File: config.mk
export PLATFORM = sky130hd
export DESIGN_NAME = mem_access_stage
export DESIGN_NICKNAME = d
export VERILOG_FILES = /design/src/rtl/mem_access_stage.sv
export SDC_FILE = /design/constraint.sdc
export NUM_CORES = 1
export LEC_CHECK = 0
export BUFFER_PORTS_ARGS = -buffer_cell sky130_fd_sc_hd__buf_4
export CAP_MARGIN = 20
export CORE_MARGIN = 3
export CORE_UTILIZATION = 46
export DETAILED_ROUTE_END_ITERATION = 16
export GPL_TIMING_DRIVEN = 1
export HOLD_SLACK_MARGIN = 0.02
export PLACE_DENSITY_LB_ADDON = 0.25
export SLEW_MARGIN = 20
export SYNTH_ARGS = -nofsm -noshare
export SYNTH_HDL_FRONTEND = slang
export SYNTH_SLANG_ARGS = --single-unit
File: constraint.sdc
create_clock -name clk -period 5.7 [get_ports clk]
set_input_delay 1.14 -clock clk [delete_from_list [all_inputs] [get_ports clk]]
set_output_delay 1.14 -clock clk [all_outputs]
set_load 0.005 [all_outputs]
File: src/rtl/mem_access_stage.sv
// Pipeline MEM stage: data-memory loads/stores over a req/ack handshake, load
// formatting, upstream hold while an access is in flight, and the MEM_WB bundle.
module mem_access_stage #(
    parameter int unsigned TIMEOUT_CYCLES = 16
) (
    input  logic        clk,
    input  logic        Rst,
    input  logic        dbg,
    input  logic [31:0] EX_MEM_alures,
    input  logic [31:0] EX_MEM_dout_rs2,
    input  logic [4:0]  EX_MEM_rd,
    input  logic        EX_MEM_memread,
    input  logic        EX_MEM_memwrite,
    input  logic        EX_MEM_regwrite,
    input  logic [4:0]  EX_MEM_loadcntrl,
    input  logic [2:0]  EX_MEM_storecntrl,
    output logic        dmem_req,
    output logic        dmem_we,
    output logic [31:0] dmem_addr,
    output logic [3:0]  dmem_be,
    output logic [31:0] dmem_wdata,
    input  logic        dmem_ack,
    input  logic [31:0] dmem_rdata,
    output logic        mem_hold,
    output logic        MEM_WB_regwrite,
    output logic [4:0]  MEM_WB_rd,
    output logic [31:0] WB_res,
    output logic        misalign,
    output logic        bus_err,
    output logic [31:0] fault_addr
);

    typedef enum logic [1:0] {IDLE = 2'b00, REQ = 2'b01, RESP = 2'b10} state_e;
    typedef enum logic [1:0] {SZ_B = 2'b00, SZ_H = 2'b01, SZ_W = 2'b10} size_e;

    localparam int unsigned CW      = (TIMEOUT_CYCLES > 32'd2) ? $clog2(TIMEOUT_CYCLES) : 1;
    localparam int unsigned TO_LAST = (TIMEOUT_CYCLES > 32'd0) ? TIMEOUT_CYCLES - 32'd1 : 32'd0;
    localparam logic [CW-1:0] TO_LAST_C = CW'(TO_LAST);
    localparam bit TO_EN = (TIMEOUT_CYCLES > 32'd0);

    function automatic logic [31:0] fmt_load(input logic [31:0] word, input size_e sz,
                                             input logic sgn, input logic [1:0] off);
        logic [7:0]  b;
        logic [15:0] h;
        logic [31:0] res;
        b = word[{off, 3'b000} +: 8];
        h = word[{off[1], 4'b0000} +: 16];
        case (sz)
            SZ_B:    res = {{24{sgn & b[7]}}, b};
            SZ_H:    res = {{16{sgn & h[15]}}, h};
            default: res = word;
        endcase
        return res;
    endfunction

    state_e      state_q, state_d;
    logic [CW-1:0] cnt_q, cnt_d;
    logic        dmem_req_q, dmem_req_d;
    logic        dmem_we_q, dmem_we_d;
    logic [31:0] dmem_addr_q, dmem_addr_d;
    logic [3:0]  dmem_be_q, dmem_be_d;
    logic [31:0] dmem_wdata_q, dmem_wdata_d;
    logic        wb_regwrite_q, wb_regwrite_d;
    logic [4:0]  wb_rd_q, wb_rd_d;
    logic [31:0] wb_res_q, wb_res_d;
    logic        misalign_q, misalign_d;
    logic        bus_err_q, bus_err_d;
    logic [31:0] fault_addr_q, fault_addr_d;
    logic [31:0] rdata_q, rdata_d;
    logic        err_q, err_d;
    logic [4:0]  lat_rd_q, lat_rd_d;
    logic        lat_rw_q, lat_rw_d;
    logic        lat_ld_q, lat_ld_d;
    size_e       lat_sz_q, lat_sz_d;
    logic        lat_sgn_q, lat_sgn_d;
    logic [1:0]  lat_off_q, lat_off_d;

    size_e       size_s;
    logic        sign_s;
    logic        access_s;
    logic        is_store_s;
    logic        misalign_s;
    logic [1:0]  off_s;
    logic [3:0]  be_s;
    logic [31:0] wdata_s;
    logic        hold_s;

    // Decode access size/sign (lowest one-hot bit wins, empty field means word) and lanes.
    always_comb begin
        size_s     = SZ_W;
        sign_s     = 1'b0;
        access_s   = EX_MEM_memread | EX_MEM_memwrite;
        is_store_s = EX_MEM_memwrite & ~EX_MEM_memread;
        off_s      = EX_MEM_alures[1:0];
        if (EX_MEM_memread) begin
            if (EX_MEM_loadcntrl[0]) begin
                size_s = SZ_B; sign_s = 1'b1;
            end else if (EX_MEM_loadcntrl[1]) begin
                size_s = SZ_H; sign_s = 1'b1;
            end else if (EX_MEM_loadcntrl[2]) begin
                size_s = SZ_W; sign_s = 1'b0;
            end else if (EX_MEM_loadcntrl[3]) begin
                size_s = SZ_B; sign_s = 1'b0;
            end else if (EX_MEM_loadcntrl[4]) begin
                size_s = SZ_H; sign_s = 1'b0;
            end else begin
                size_s = SZ_W; sign_s = 1'b0;
            end
        end else begin
            if (EX_MEM_storecntrl[0]) begin
                size_s = SZ_B;
            end else if (EX_MEM_storecntrl[1]) begin
                size_s = SZ_H;
            end else begin
                size_s = SZ_W;
            end
        end
        case (size_s)
            SZ_H: begin
                misalign_s = access_s & off_s[0];
                be_s       = off_s[1] ? 4'b1100 : 4'b0011;
                wdata_s    = {2{EX_MEM_dout_rs2[15:0]}};
            end
            SZ_W: begin
                misalign_s = access_s & (off_s != 2'b00);
                be_s       = 4'b1111;
                wdata_s    = EX_MEM_dout_rs2;
            end
            default: begin
                misalign_s = 1'b0;
                be_s       = 4'b0001 << off_s;
                wdata_s    = {4{EX_MEM_dout_rs2[7:0]}};
            end
        endcase
        if (!is_store_s) begin
            be_s = 4'b1111;
        end else begin
            be_s = be_s;
        end
    end

    // Next-state, request and MEM_WB update logic.
    always_comb begin
        state_d       = state_q;
        cnt_d         = cnt_q;
        dmem_req_d    = dmem_req_q;
        dmem_we_d     = dmem_we_q;
        dmem_addr_d   = dmem_addr_q;
        dmem_be_d     = dmem_be_q;
        dmem_wdata_d  = dmem_wdata_q;
        wb_regwrite_d = wb_regwrite_q;
        wb_rd_d       = wb_rd_q;
        wb_res_d      = wb_res_q;
        misalign_d    = 1'b0;
        bus_err_d     = 1'b0;
        fault_addr_d  = fault_addr_q;
        rdata_d       = rdata_q;
        err_d         = err_q;
        lat_rd_d      = lat_rd_q;
        lat_rw_d      = lat_rw_q;
        lat_ld_d      = lat_ld_q;
        lat_sz_d      = lat_sz_q;
        lat_sgn_d     = lat_sgn_q;
        lat_off_d     = lat_off_q;
        hold_s        = 1'b0;
        case (state_q)
            IDLE: begin
                if (dbg) begin
                    state_d = IDLE;
                end else if (!access_s) begin
                    wb_rd_d       = EX_MEM_rd;
                    wb_regwrite_d = EX_MEM_regwrite;
                    wb_res_d      = EX_MEM_alures;
                end else if (misalign_s) begin
                    misalign_d    = 1'b1;
                    fault_addr_d  = EX_MEM_alures;
                    wb_regwrite_d = 1'b0;
                    wb_rd_d       = EX_MEM_rd;
                end else begin
                    hold_s       = 1'b1;
                    dmem_req_d   = 1'b1;
                    dmem_we_d    = is_store_s;
                    dmem_addr_d  = {EX_MEM_alures[31:2], 2'b00};
                    dmem_be_d    = be_s;
                    dmem_wdata_d = wdata_s;
                    lat_rd_d     = EX_MEM_rd;
                    lat_rw_d     = EX_MEM_regwrite;
                    lat_ld_d     = EX_MEM_memread;
                    lat_sz_d     = size_s;
                    lat_sgn_d    = sign_s;
                    lat_off_d    = off_s;
                    err_d        = 1'b0;
                    cnt_d        = '0;
                    state_d      = REQ;
                end
            end
            REQ: begin
                hold_s = 1'b1;
                cnt_d  = cnt_q + 1'b1;
                if (dmem_ack) begin
                    rdata_d    = dmem_rdata;
                    dmem_req_d = 1'b0;
                    err_d      = 1'b0;
                    state_d    = RESP;
                end else if (TO_EN && (cnt_q == TO_LAST_C)) begin
                    dmem_req_d   = 1'b0;
                    bus_err_d    = 1'b1;
                    fault_addr_d = EX_MEM_alures;
                    err_d        = 1'b1;
                    state_d      = RESP;
                end else begin
                    state_d = REQ;
                end
            end
            RESP: begin
                // Upstream is released here; a debug freeze parks the result until dbg drops.
                if (dbg) begin
                    state_d = RESP;
                end else begin
                    wb_rd_d       = lat_rd_q;
                    wb_res_d      = (err_q || !lat_ld_q) ? 32'd0
                                  : fmt_load(rdata_q, lat_sz_q, lat_sgn_q, lat_off_q);
                    wb_regwrite_d = lat_rw_q & lat_ld_q & ~err_q;
                    err_d         = 1'b0;
                    cnt_d         = '0;
                    state_d       = IDLE;
                end
            end
            default: begin
                state_d    = IDLE;
                dmem_req_d = 1'b0;
            end
        endcase
    end

    // State and output registers.
    always_ff @(posedge clk or negedge Rst) begin
        if (!Rst) begin
            state_q       <= IDLE;
            cnt_q         <= '0;
            dmem_req_q    <= 1'b0;
            dmem_we_q     <= 1'b0;
            dmem_addr_q   <= 32'd0;
            dmem_be_q     <= 4'd0;
            dmem_wdata_q  <= 32'd0;
            wb_regwrite_q <= 1'b0;
            wb_rd_q       <= 5'd0;
            wb_res_q      <= 32'd0;
            misalign_q    <= 1'b0;
            bus_err_q     <= 1'b0;
            fault_addr_q  <= 32'd0;
            rdata_q       <= 32'd0;
            err_q         <= 1'b0;
            lat_rd_q      <= 5'd0;
            lat_rw_q      <= 1'b0;
            lat_ld_q      <= 1'b0;
            lat_sz_q      <= SZ_W;
            lat_sgn_q     <= 1'b0;
            lat_off_q     <= 2'd0;
        end else begin
            state_q       <= state_d;
            cnt_q         <= cnt_d;
            dmem_req_q    <= dmem_req_d;
            dmem_we_q     <= dmem_we_d;
            dmem_addr_q   <= dmem_addr_d;
            dmem_be_q     <= dmem_be_d;
            dmem_wdata_q  <= dmem_wdata_d;
            wb_regwrite_q <= wb_regwrite_d;
            wb_rd_q       <= wb_rd_d;
            wb_res_q      <= wb_res_d;
            misalign_q    <= misalign_d;
            bus_err_q     <= bus_err_d;
            fault_addr_q  <= fault_addr_d;
            rdata_q       <= rdata_d;
            err_q         <= err_d;
            lat_rd_q      <= lat_rd_d;
            lat_rw_q      <= lat_rw_d;
            lat_ld_q      <= lat_ld_d;
            lat_sz_q      <= lat_sz_d;
            lat_sgn_q     <= lat_sgn_d;
            lat_off_q     <= lat_off_d;
        end
    end

    // Hold is gated by reset so every output reads 0 while Rst is low.
    assign mem_hold        = hold_s & Rst;
    assign dmem_req        = dmem_req_q;
    assign dmem_we         = dmem_we_q;
    assign dmem_addr       = dmem_addr_q;
    assign dmem_be         = dmem_be_q;
    assign dmem_wdata      = dmem_wdata_q;
    assign MEM_WB_regwrite = wb_regwrite_q;
    assign MEM_WB_rd       = wb_rd_q;
    assign WB_res          = wb_res_q;
    assign misalign        = misalign_q;
    assign bus_err         = bus_err_q;
    assign fault_addr      = fault_addr_q;

endmodule
Yosys cells after proc, flatten, opt, wreduce, memory -nomap -nowiden

Cells that the tools add are included.

Register bits after elaboration: 191
Word-level logic and storage cells: 148

Bitwise logic cells: 14
Shifts and indexed selects: 3
Mux-type cells: 74
Equal/unequal tests: 18
$add $sub $neg: 1
Reductions and logical operators: 17

Operators with widths:

| cell                                                 | number |
|---|---|
| 2-to-1 mux 32 bit                                    | 9 |
| one-hot mux 32 bit (2 select lines)                  | 4 |
| indexed part select 32 x 6 -> 16 bit                 | 1 |
| indexed part select 32 x 6 -> 8 bit                  | 1 |
| 2-to-1 mux 1 bit                                     | 28 |
| 2-to-1 mux 2 bit                                     | 14 |
| 2-to-1 mux 4 bit                                     | 6 |
| 2-to-1 mux 5 bit                                     | 4 |
| != test 2 bit (second input constant)                | 8 |
| != test 3 bit (second input constant)                | 4 |
| one-hot mux 4 bit (3 select lines)                   | 1 |
| AND reduction 4 bit                                  | 3 |
| AND reduction 6 bit                                  | 2 |
| one-hot mux 5 bit (2 select lines)                   | 1 |
| AND reduction 5 bit                                  | 2 |
| bitwise AND 1 bit                                    | 8 |
| one-hot mux 4 bit (2 select lines)                   | 1 |
| equality test 2 x 1 -> 1 bit (second input constant) | 3 |
| one-hot mux 1 bit (2 select lines)                   | 3 |
| one-hot mux 1 bit (3 select lines)                   | 2 |
| one-hot mux 2 bit (3 select lines)                   | 1 |
| nonzero test 2 bit                                   | 3 |
| NOT 1 bit                                            | 5 |
| adder 4 x 1 -> 4 bit (second input constant)         | 1 |
| other kinds (9)                                      | 12 |

Logic depth before layout (Yosys ltp)

Gate-level depths: netlist of run 1.

Depth in word-level cells: 13
Gate-level depth with buffers: 12

Worst setup path after synthesis of run 1

No wires, ideal clock.

Kind: input -> output
Start point: input EX_MEM_memread
End point: output mem_hold
Data required time: 4.560 ns
Arrival: 2.981 ns
Setup slack: 1.579 ns
Cell stages on the path: 11
Buffers on the path: 3
Cells stage by stage: buf_2 clkbuf_1 nor3_1 a31oi_1 inv_1 ha_1 inv_1 a211o_1 buf_6 nand2b_1 and3_1

Cells in the longest elaborated chain, start to end: 8

Ends and longest elaborated chain:

| element                                                                    | line | source |
|---|---|---|
| from (decl)                                                                | 12   | `input logic EX_MEM_memread,` |
| 2-to-1 mux 2 bit *                                                         | 95   | `if (EX_MEM_memread) begin` |
| named net size_s[1]                                                        | 78   | `size_e size_s;` |
| equality test 2 bit / equality test 2 x 1 -> 1 bit (equally long branches) | 118  | `case (size_s)` |
| one-hot mux 1 bit (2 select lines) *                                       | 118  |  |
| 2-to-1 mux 1 bit *                                                         | 174  | `end else if (misalign_s) begin` |
| 2-to-1 mux 1 bit *                                                         | 170  | `end else if (!access_s) begin` |
| 2-to-1 mux 1 bit *                                                         | 168  | `if (dbg) begin` |
| one-hot mux 1 bit (2 select lines) *                                       | 166  | `case (state_q)` |
| bitwise AND 1 bit *                                                        | 286  | `assign mem_hold = hold_s & Rst;` |
| to (decl)                                                                  | 24   | `output logic mem_hold,` |

The timed path passes the listed nets; every way through them passes the cells marked *.

Final worst setup path of run 1

Same ends and word-level chain as after synthesis.

==> impl_metrics.xml, run 1 <==
<?xml version="1.0" encoding="UTF-8"?>
<metrics>
  <group name="run_status">
    <metric name="status" unit="">finished, final reports clean</metric>
  </group>
  <group name="power_and_ir_drop">
    <metric name="power.density" unit="mW/mm^2">524</metric>
    <metric name="worst_supply_voltage_drop_on_vdd" unit="V">0.000254</metric>
    <metric name="p_leak" unit="nW">5.30</metric>
  </group>
  <group name="sta">
    <metric name="maxSlewViolCount" unit="">0</metric>
    <metric name="finalCritPeriodShare" unit="">0.787</metric>
    <metric name="hold_viol_final" unit="">0</metric>
    <metric name="maxSlewHeadroom" unit="">0.333</metric>
    <metric name="setup_slack" unit="ns">1.22</metric>
    <metric name="worst_pin_slew" unit="ns">1.00</metric>
    <metric name="clock.fmax" unit="MHz">223</metric>
    <metric name="clock_skew" unit="ns">0.0113</metric>
    <metric name="setup_viol_count_final" unit="">0</metric>
    <metric name="setup_total_negative_slack" unit="ns">0</metric>
    <metric name="grt_setup_unrepaired" unit="">false</metric>
    <metric name="min_period" unit="ns">4.48</metric>
  </group>
  <group name="worst_hold_path">
    <metric name="hold_path_class" unit="">reg2reg</metric>
    <metric name="timing.hold.worst_path_depth" unit="">1</metric>
    <metric name="hold_path_startpoint" unit="">dmem_be[2]$_DFFE_PN0P_</metric>
    <metric name="whs_endpoint" unit="">dmem_be[2]$_DFFE_PN0P_</metric>
  </group>
  <group name="detailed_routing">
    <metric name="drt-pass1-iter-count" unit="">5</metric>
    <metric name="detail_route.vias_per_cell" unit="">5.63</metric>
    <metric name="remaining_routing_drc_violations" unit="">0</metric>
    <metric name="wl_per_cell" unit="um">20.2</metric>
    <metric name="dr.first_iter.drc_count" unit="">466</metric>
    <metric name="antenna_violating_nets_post_route" unit="">0</metric>
    <metric name="wirelength" unit="um">24700</metric>
    <metric name="via_count" unit="">6883</metric>
  </group>
  <group name="layout">
    <metric name="most_common_cell_after_layout_fill_and_taps_aside" unit="">sky130_fd_sc_hd__buf_4</metric>
    <metric name="layout.cells.most_common_list" unit="">263 x sky130_fd_sc_hd__buf_4, 190 x sky130_fd_sc_hd__dfrtp_1, 106 x sky130_fd_sc_hd__mux2_2</metric>
    <metric name="fin_nets" unit="">1099</metric>
    <metric name="num_antenna_cells" unit="">0</metric>
    <metric name="drive_gt1_frac" unit="">0.438</metric>
    <metric name="area.growth.synth_to_final" unit="%">30.3</metric>
    <metric name="fill_cells" unit="">1503</metric>
  </group>
  <group name="critical_path">
    <metric name="rr_startpoint" unit="">state_q[1]$_DFFE_PN0P_</metric>
    <metric name="reg2reg_setup_slack" unit="ns">2.78</metric>
    <metric name="r2r-end" unit="">dmem_addr[12]$_DFFE_PN0P_</metric>
    <metric name="critical_path_buf_inv_count" unit="">5</metric>
    <metric name="worstSetupStartpointType" unit="">primary input</metric>
    <metric name="rr_worst_depth" unit="">5</metric>
    <metric name="setup.worst_path.end_class" unit="">output port</metric>
    <metric name="critPathMaxFanout" unit="">25</metric>
    <metric name="worstPathRequired" unit="ns">4.56</metric>
    <metric name="timing.critical_path.max_delay_family" unit="">buffers and inverters</metric>
    <metric name="worstPathCellList" unit="">buf_4 &gt; nor3_1 &gt; a31oi_1 &gt; inv_1 &gt; ha_1 &gt; buf_4 &gt; inv_1 &gt; a211o_4 &gt; nand2b_1 &gt; and3_1 &gt; buf_4</metric>
    <metric name="critical-path-top-cell-by-count" unit="">sky130_fd_sc_hd__buf_4</metric>
    <metric name="critical_path_type" unit="">in2out</metric>
    <metric name="crit_path_max_incr_delay" unit="ns">0.38</metric>
    <metric name="critical_path_arrival" unit="ns">3.34</metric>
    <metric name="critical-path-slowest-cell" unit="">sky130_fd_sc_hd__a211o_4</metric>
  </group>
  <group name="synth">
    <metric name="seq_area_frac_synth" unit="">0.549</metric>
    <metric name="asyncSetResetFlopFracSynth" unit="">1.00</metric>
    <metric name="synth.distinct_cells" unit="">60</metric>
    <metric name="postSynthCellCount" unit="">750</metric>
    <metric name="syn_avg_cell_area" unit="sq um">11.6</metric>
    <metric name="ys_ff_latch" unit="">191</metric>
    <metric name="synth.area.mux_share" unit="">0.178</metric>
    <metric name="synth_adder_area_share" unit="">0.00431</metric>
    <metric name="yosys.area_share.simple" unit="">0.118</metric>
    <metric name="yosysWarnings" unit="">0</metric>
    <metric name="synth_xor_xnor_area_share" unit="">0</metric>
    <metric name="number_of_synthesized_flops_with_an_enable_pin" unit="">0</metric>
    <metric name="largest_family_of_logic_cells_by_synthesized_area" unit="">multiplexers</metric>
    <metric name="netlist_area" unit="sq mm">0.00872</metric>
    <metric name="synth_compound_gate_area_share" unit="">0.119</metric>
    <metric name="synth-main-ff-cell" unit="">sky130_fd_sc_hd__dfrtp_1</metric>
  </group>
  <group name="clock_network">
    <metric name="numCtsBuffers" unit="">17</metric>
    <metric name="cts_num_sinks" unit="">191</metric>
    <metric name="clock_pin_slew_reported_for_the_worst_setup_and_hold_paths_after_clock_tree_synthesis" unit="ns">0.06</metric>
    <metric name="cts_tree" unit="">done</metric>
    <metric name="cts_root_buf" unit="">sky130_fd_sc_hd__clkbuf_16</metric>
    <metric name="htreeDepth" unit="">4</metric>
    <metric name="cts_resized" unit="">0</metric>
    <metric name="clk-insertion-delay-late" unit="ns">0.43</metric>
    <metric name="cts_hold_repair.buffers" unit="">0</metric>
    <metric name="postCtsSetupBuffers" unit="">0</metric>
    <metric name="max-clock-path-buffers" unit="">2</metric>
  </group>
  <group name="global_routing">
    <metric name="grt_start_max_net_pins" unit="">71</metric>
    <metric name="grt_first_pass_wirelength" unit="um">38100</metric>
    <metric name="grt_util_all_layers" unit="">0.238</metric>
    <metric name="overflow" unit="">0</metric>
    <metric name="antenna_violations_before_repair" unit="">0</metric>
    <metric name="first_global_vias" unit="">6861</metric>
  </group>
  <group name="placement">
    <metric name="globalplace.congestion" unit="">0.809</metric>
    <metric name="port-buffer-count" unit="">255</metric>
    <metric name="hpwl" unit="um">17600</metric>
    <metric name="setup_slack_placement" unit="ns">1.10</metric>
  </group>
  <group name="floorplanning">
    <metric name="die_height" unit="um">144</metric>
    <metric name="floorplan.initialDensity" unit="">0.477</metric>
    <metric name="die_area" unit="sq mm">0.0206</metric>
    <metric name="die_width" unit="um">144</metric>
    <metric name="core_area" unit="sq mm">0.0183</metric>
    <metric name="top_level_ports" unit="">259</metric>
    <metric name="rows" unit="">49</metric>
  </group>
  <group name="flow_run">
    <metric name="cap_violations" unit="">0</metric>
  </group>
</metrics>
==> layer usage <==
| metal | up-vias | share of wire | track usage |
|---|---|---|---|
| met5 | - | 0 | 0 |
| met4 | 0 | 0.021 | 0.0689 |
| met3 | 32 | 0.073 | 0.0629 |
| met2 | 245 | 0.50 | 0.394 |
| met1 | 3430 | 0.41 | 0.309 |
| li1 | 3176 | - | - |
==> worst reg2reg max path, stage by stage (launching register included) <==
cell and delay, ns:
sky130_fd_sc_hd__dfrtp_1 0.79, sky130_fd_sc_hd__or3_4 0.27, sky130_fd_sc_hd__a211o_4 0.10, sky130_fd_sc_hd__buf_4 0.44, sky130_fd_sc_hd__buf_4 0.75, sky130_fd_sc_hd__mux2_2 0.46
==> cell type report <==
| cell class | instances | area, sq um | area share |
|---|---|---|---|
| multi-input combinational | 499 | 3680 | 0.324 |
| tap | 229 | 287 | 0.0252 |
| sequential | 191 | 4780 | 0.421 |
| clock buffer | 18 | 439 | 0.0387 |
| timing repair buffer | 265 | 2020 | 0.178 |
| clock inverter | 14 | 130 | 0.0115 |
| inverter | 6 | 22.5 | 0.00198 |
==> sequential cells by signal (all words and copies together) (netlist names), 2 cells and up <==
register	cells
dmem_be	4
state_q	2
rdata_q	32
cnt_q	4
fault_addr	32
lat_rd_q	5
lat_off_q	2
dmem_wdata	32
WB_res	32
MEM_WB_rd	5
dmem_addr	30
lat_sz_q	2
==> synth_stat cells, types with 9 or more instances <==
cell / number / share of area
sky130_fd_sc_hd__a21oi_1: 24 / 0.014
sky130_fd_sc_hd__a22oi_1: 9 / 0.0078
sky130_fd_sc_hd__buf_2: 13 / 0.0075
sky130_fd_sc_hd__clkbuf_1: 33 / 0.014
sky130_fd_sc_hd__dfrtp_1: 190 / 0.55
sky130_fd_sc_hd__mux2_2: 106 / 0.14
sky130_fd_sc_hd__mux2_4: 16 / 0.028
sky130_fd_sc_hd__nand2_1: 83 / 0.036
sky130_fd_sc_hd__nand3_1: 24 / 0.014
sky130_fd_sc_hd__nand4_1: 16 / 0.011
sky130_fd_sc_hd__nor2_1: 28 / 0.012
sky130_fd_sc_hd__nor2b_1: 14 / 0.010
sky130_fd_sc_hd__nor3b_1: 9 / 0.0078
sky130_fd_sc_hd__o21a_1: 9 / 0.0078
sky130_fd_sc_hd__o21ai_0: 47 / 0.027
==> metrics by stage <==
stage	hold slack, ns	instance area [sq um]	instances	total power [mW]	utilization
after floorplan	0.456	8720	751	3.59	-
after global placement	0.461	10800	1189	4.72	0.589
after detailed placement	0.466	10800	1189	4.81	0.589
after CTS	0.481	11300	1221	5.99	0.620
after global routing	0.502	11400	1222	6.33	0.621
final	0.478	11400	1222	5.94	0.621
==> logic make-up (layout without fill, tap and decap cells) <==
kind of cell / after synthesis / in the layout
and+or+nand+nor: 205 / 205
DFF: 191 / 191
AOI/OAI and AO/OA: 157 / 157
muxes: 132 / 132
buffers and inverters: 61 / 303
adders and majority gates: 3 / 3
other: 1 / 2
==> how the worst max path moves through the flow <==
stage / start / end / slack, ns / cells past startpoint
final: EX_MEM_memread / mem_hold / 1.22 / 11
after global routing: EX_MEM_memread / mem_hold / 1.0 / 11
after CTS: EX_MEM_memread / mem_hold / 1.22 / 11
after detailed placement: EX_MEM_memread / dmem_addr[12]$_DFFE_PN0P_ / 1.10 / 11
after global placement: EX_MEM_memread / dmem_addr[13]$_DFFE_PN0P_ / 1.16 / 11
after floorplan: EX_MEM_memread / mem_hold / 1.58 / 11
==> report_power, final <==
group	switching [mW]	internal (mW)	total, mW
logic	0.913	1.36	2.27
registers	0.495	2.01	2.51
clock network	0.545	0.622	1.17
Note: power is estimated with default switching activity, not from simulation.
==> run 2, diff against run 1 <==
--- a/config.mk
+++ b/config.mk
@@ -5,6 +5,7 @@
 export SDC_FILE = /design/constraint.sdc
 export NUM_CORES = 1
 export LEC_CHECK = 0
+export ABC_AREA = 1
 export BUFFER_PORTS_ARGS = -buffer_cell sky130_fd_sc_hd__buf_4
 export CAP_MARGIN = 20
 export CORE_MARGIN = 3
==> constraint.sdc (replaced) <==
create_clock -name clk -period 4.01 [get_ports clk]
set_input_delay 0.802 -clock clk [delete_from_list [all_inputs] [get_ports clk]]
set_output_delay 0.802 -clock clk [all_outputs]
set_load 0.005 [all_outputs]
==> impl_metrics.xml, run 2 <==
<?xml version="1.0" encoding="UTF-8"?>
<metrics>
  <group name="critical_path">
    <metric name="setup.worst_path.end_class" unit="">output port</metric>
    <metric name="reg2reg_setup_slack" unit="ns">1.72</metric>
    <metric name="worstSetupStartpoint" unit="">EX_MEM_loadcntrl[2]</metric>
    <metric name="critical_path_arrival" unit="ns">2.57</metric>
    <metric name="path_depth" unit="">13</metric>
    <metric name="timing.critical_path.max_delay_family" unit="">compound AO/OA/AOI/OAI gates</metric>
    <metric name="critical-path-top-cell-by-count" unit="">sky130_fd_sc_hd__inv_1</metric>
    <metric name="critical_path_type" unit="">in2out</metric>
    <metric name="critical-path-slowest-cell" unit="">sky130_fd_sc_hd__ha_1</metric>
    <metric name="worstSetupStartpointType" unit="">primary input</metric>
    <metric name="worstPathCellList" unit="">buf_4 &gt; inv_1 &gt; nand2_1 &gt; o21ai_0 &gt; nand3_1 &gt; o21ai_0 &gt; inv_1 &gt; ha_1 &gt; inv_1 &gt; nand2_1 &gt; nand3_4 &gt; a21boi_0 &gt; buf_4</metric>
    <metric name="worstPathRequired" unit="ns">3.21</metric>
    <metric name="rr_worst_depth" unit="">6</metric>
    <metric name="critical_path_buf_inv_count" unit="">5</metric>
    <metric name="r2r-end" unit="">WB_res[7]$_DFFE_PN0P_</metric>
    <metric name="cp-endpoint" unit="">mem_hold</metric>
    <metric name="crit_path_max_incr_delay" unit="ns">0.31</metric>
    <metric name="rr_startpoint" unit="">state_q[1]$_DFFE_PN0P_</metric>
    <metric name="critPathMaxFanout" unit="">5</metric>
  </group>
  <group name="synth">
    <metric name="number_of_synthesized_flops_with_an_enable_pin" unit="">0</metric>
    <metric name="synth.distinct_cells" unit="">43</metric>
    <metric name="synth_top_area_frac" unit="">0.528</metric>
    <metric name="synthMostInstantiatedCell" unit="">sky130_fd_sc_hd__nand2_1</metric>
    <metric name="netlist_area" unit="sq mm">0.00901</metric>
    <metric name="synthTopCellsByCount" unit="">272 x sky130_fd_sc_hd__nand2_1, 190 x sky130_fd_sc_hd__dfrtp_1, 118 x sky130_fd_sc_hd__o21ai_0, 93 x sky130_fd_sc_hd__inv_1, 84 x sky130_fd_sc_hd__a21oi_1</metric>
    <metric name="synth-main-ff-cell" unit="">sky130_fd_sc_hd__dfrtp_1</metric>
    <metric name="asyncSetResetFlopFracSynth" unit="">1.00</metric>
    <metric name="netlist.top_cell.by_area" unit="">sky130_fd_sc_hd__dfrtp_1</metric>
    <metric name="synth_area_leaders" unit="">sky130_fd_sc_hd__dfrtp_1 53%, sky130_fd_sc_hd__nand2_1 11%, sky130_fd_sc_hd__o21ai_0 6.6%</metric>
    <metric name="postSynthCellCount" unit="">1034</metric>
    <metric name="yosysWarnings" unit="">0</metric>
    <metric name="syn_avg_cell_area" unit="sq um">8.71</metric>
    <metric name="seq_area_frac_synth" unit="">0.531</metric>
    <metric name="ys_ff_latch" unit="">191</metric>
  </group>
  <group name="placement">
    <metric name="placedInstanceArea" unit="sq mm">0.0110</metric>
    <metric name="globalplace.congestion" unit="">0.856</metric>
    <metric name="port-buffer-count" unit="">255</metric>
    <metric name="dpl.cell_count" unit="">1504</metric>
    <metric name="hpwl" unit="um">18000</metric>
    <metric name="setup_slack_placement" unit="ns">0.634</metric>
  </group>
  <group name="power_and_ir_drop">
    <metric name="pwr-share-seq" unit="">0.401</metric>
    <metric name="p_leak" unit="nW">5.88</metric>
    <metric name="p_sw_frac" unit="">0.379</metric>
    <metric name="combPwrFrac" unit="">0.400</metric>
    <metric name="fin_total_pwr" unit="mW">8.62</metric>
    <metric name="worst_supply_voltage_drop_on_vdd" unit="V">0.000335</metric>
    <metric name="p_sw" unit="mW">3.27</metric>
    <metric name="power.internal" unit="mW">5.35</metric>
    <metric name="power.density" unit="mW/mm^2">741</metric>
    <metric name="clock_power_share" unit="">0.199</metric>
  </group>
  <group name="sta">
    <metric name="maxSlewViolCount" unit="">0</metric>
    <metric name="setup_total_negative_slack" unit="ns">0</metric>
    <metric name="clock.fmax" unit="MHz">296</metric>
    <metric name="clock_skew" unit="ns">0.0127</metric>
    <metric name="hold_viol_final" unit="">0</metric>
    <metric name="maxSlewHeadroom" unit="">0.385</metric>
    <metric name="timing.hold.ws" unit="ns">0.275</metric>
    <metric name="min_period" unit="ns">3.38</metric>
    <metric name="grt_setup_unrepaired" unit="">false</metric>
    <metric name="worst_pin_slew" unit="ns">0.920</metric>
    <metric name="setup_viol_count_final" unit="">0</metric>
    <metric name="setup_slack" unit="ns">0.634</metric>
    <metric name="finalCritPeriodShare" unit="">0.842</metric>
  </group>
  <group name="layout">
    <metric name="most_common_cell_after_layout_fill_and_taps_aside" unit="">sky130_fd_sc_hd__nand2_1</metric>
    <metric name="fin_nets" unit="">1382</metric>
    <metric name="layout.cells.most_common_list" unit="">271 x sky130_fd_sc_hd__nand2_1, 260 x sky130_fd_sc_hd__buf_4, 190 x sky130_fd_sc_hd__dfrtp_1</metric>
    <metric name="area.growth.synth_to_final" unit="%">29.1</metric>
    <metric name="drive_gt1_frac" unit="">0.320</metric>
    <metric name="fin_area" unit="sq mm">0.0116</metric>
    <metric name="core_util_final" unit="">0.614</metric>
    <metric name="finish.cell_count_without_fillers" unit="">1536</metric>
    <metric name="num_antenna_cells" unit="">0</metric>
  </group>
  <group name="global_routing">
    <metric name="antenna_violations_before_repair" unit="">0</metric>
    <metric name="grt_start_max_net_pins" unit="">126</metric>
    <metric name="grt_util_all_layers" unit="">0.236</metric>
    <metric name="grt_first_pass_wirelength" unit="um">40400</metric>
    <metric name="first_global_vias" unit="">7726</metric>
    <metric name="overflow" unit="">0</metric>
  </group>
  <group name="clock_network">
    <metric name="cts_resized" unit="">0</metric>
    <metric name="clock_pin_slew_reported_for_the_worst_setup_and_hold_paths_after_clock_tree_synthesis" unit="ns">0.08</metric>
    <metric name="cts_num_sinks" unit="">191</metric>
    <metric name="cts_tree" unit="">done</metric>
    <metric name="clk-insertion-delay-late" unit="ns">0.44</metric>
    <metric name="postCtsSetupBuffers" unit="">0</metric>
    <metric name="htreeDepth" unit="">4</metric>
    <metric name="cts_hold_repair.buffers" unit="">0</metric>
    <metric name="cts_root_buf" unit="">sky130_fd_sc_hd__clkbuf_16</metric>
    <metric name="max-clock-path-buffers" unit="">2</metric>
    <metric name="numCtsBuffers" unit="">17</metric>
  </group>
  <group name="floorplanning">
    <metric name="floorplan.initialDensity" unit="">0.475</metric>
    <metric name="top_level_ports" unit="">259</metric>
    <metric name="die_height" unit="um">146</metric>
    <metric name="core_area" unit="sq mm">0.0190</metric>
    <metric name="die_width" unit="um">146</metric>
    <metric name="rows" unit="">50</metric>
    <metric name="die_area" unit="sq mm">0.0213</metric>
  </group>
  <group name="detailed_routing">
    <metric name="remaining_routing_drc_violations" unit="">0</metric>
    <metric name="wl_per_cell" unit="um">16.4</metric>
    <metric name="wirelength" unit="um">25200</metric>
    <metric name="dr.first_iter.drc_count" unit="">528</metric>
    <metric name="antenna_violating_nets_post_route" unit="">0</metric>
    <metric name="drt-pass1-iter-count" unit="">5</metric>
    <metric name="detail_route.vias_per_cell" unit="">5.09</metric>
    <metric name="via_count" unit="">7817</metric>
  </group>
  <group name="flow_run">
    <metric name="cap_violations" unit="">0</metric>
  </group>
  <group name="run_status">
    <metric name="status" unit="">finished, final reports clean</metric>
  </group>
  <group name="worst_hold_path">
    <metric name="hold_path_class" unit="">in2async</metric>
  </group>
</metrics>
## run 2: cell count changes after synthesis, sizes merged, moves of 14 or more
cell	before	now
inv	6	99
o21ai	49	156
nor2	28	53
nand2	83	319
nor2b	14	0
clkbuf	33	12
mux2	123	0
a21oi	24	94
buf	22	43
## run 2: cell type report
cell class / count / area [sq um]
Sequential cell: 191 / 4780
Fill cell: 1697 / 7320
Inverter: 100 / 383
Clock buffer: 17 / 425
Timing Repair Buffer: 264 / 2030
Clock inverter: 15 / 170
Tap cell: 260 / 325
Multi-Input combinational cell: 689 / 3520
## run 2: worst min path at each step
| stage | from | endpoint | slack (ns) | cells past startpoint |
|---|---|---|---|---|
| 5_1_grt | Rst | fault_addr[9]$_DFFE_PN0P_ | 0.29 | 1 |
| 4_1_cts | Rst | fault_addr[9]$_DFFE_PN0P_ | 0.28 | 1 |
| 2_1_floorplan | lat_rd_q[4]$_DFFE_PN0P_ | lat_rd_q[4]$_DFFE_PN0P_ | 0.45 | 2 |
| 3_5_place_dp | lat_rw_q$_DFFE_PN0P_ | lat_rw_q$_DFFE_PN0P_ | 0.47 | 2 |
| 3_3_place_gp | dmem_req$_DFFE_PN0P_ | dmem_req$_DFFE_PN0P_ | 0.46 | 2 |
| 6_report | Rst | fault_addr[9]$_DFFE_PN0P_ | 0.28 | 1 |
## run 2: worst register-to-register path, stage by stage (launching register included)
cell and delay [ns]:
sky130_fd_sc_hd__dfrtp_1 0.49, sky130_fd_sc_hd__nor2_4 0.25, sky130_fd_sc_hd__nand2_2 0.13, sky130_fd_sc_hd__nand2_2 0.55
sky130_fd_sc_hd__inv_2 0.47, sky130_fd_sc_hd__nor2_1 0.23, sky130_fd_sc_hd__a21oi_1 0.06
## run 2: kinds of logic after synthesis
group,share of synthesized area
adders and majority gates,0.00417
and+or+nand+nor,0.199
AOI/OAI and AO/OA,0.182
muxes,0.00445
buffers and inverters,0.0790
other,0.000416
DFF,0.531
## run 2: power groups by stage
| stage | registers, mW | logic [mW] | clock network (mW) |
|---|---|---|---|
| 2_1_floorplan | 3.36 | 1.93 | 0 |
| 3_3_place_gp | 3.46 | 3.41 | 0 |
| 3_5_place_dp | 3.48 | 3.48 | 0 |
| 4_1_cts | 3.46 | 3.50 | 1.75 |
| 5_1_grt | 3.58 | 3.85 | 1.82 |
| 6_report | 3.46 | 3.45 | 1.72 |
## run 2: per-layer routing
metal | share of wire | vias to the layer above | wire length [um] | track usage
met1 | 0.42 | 3688 | 10600 | 0.302
met4 | 0.025 | 0 | 624 | 0.0788
li1 | - | 3805 | - | -
met5 | 0 | - | 0 | 0
met2 | 0.47 | 283 | 11900 | 0.386
met3 | 0.083 | 41 | 2080 | 0.0694
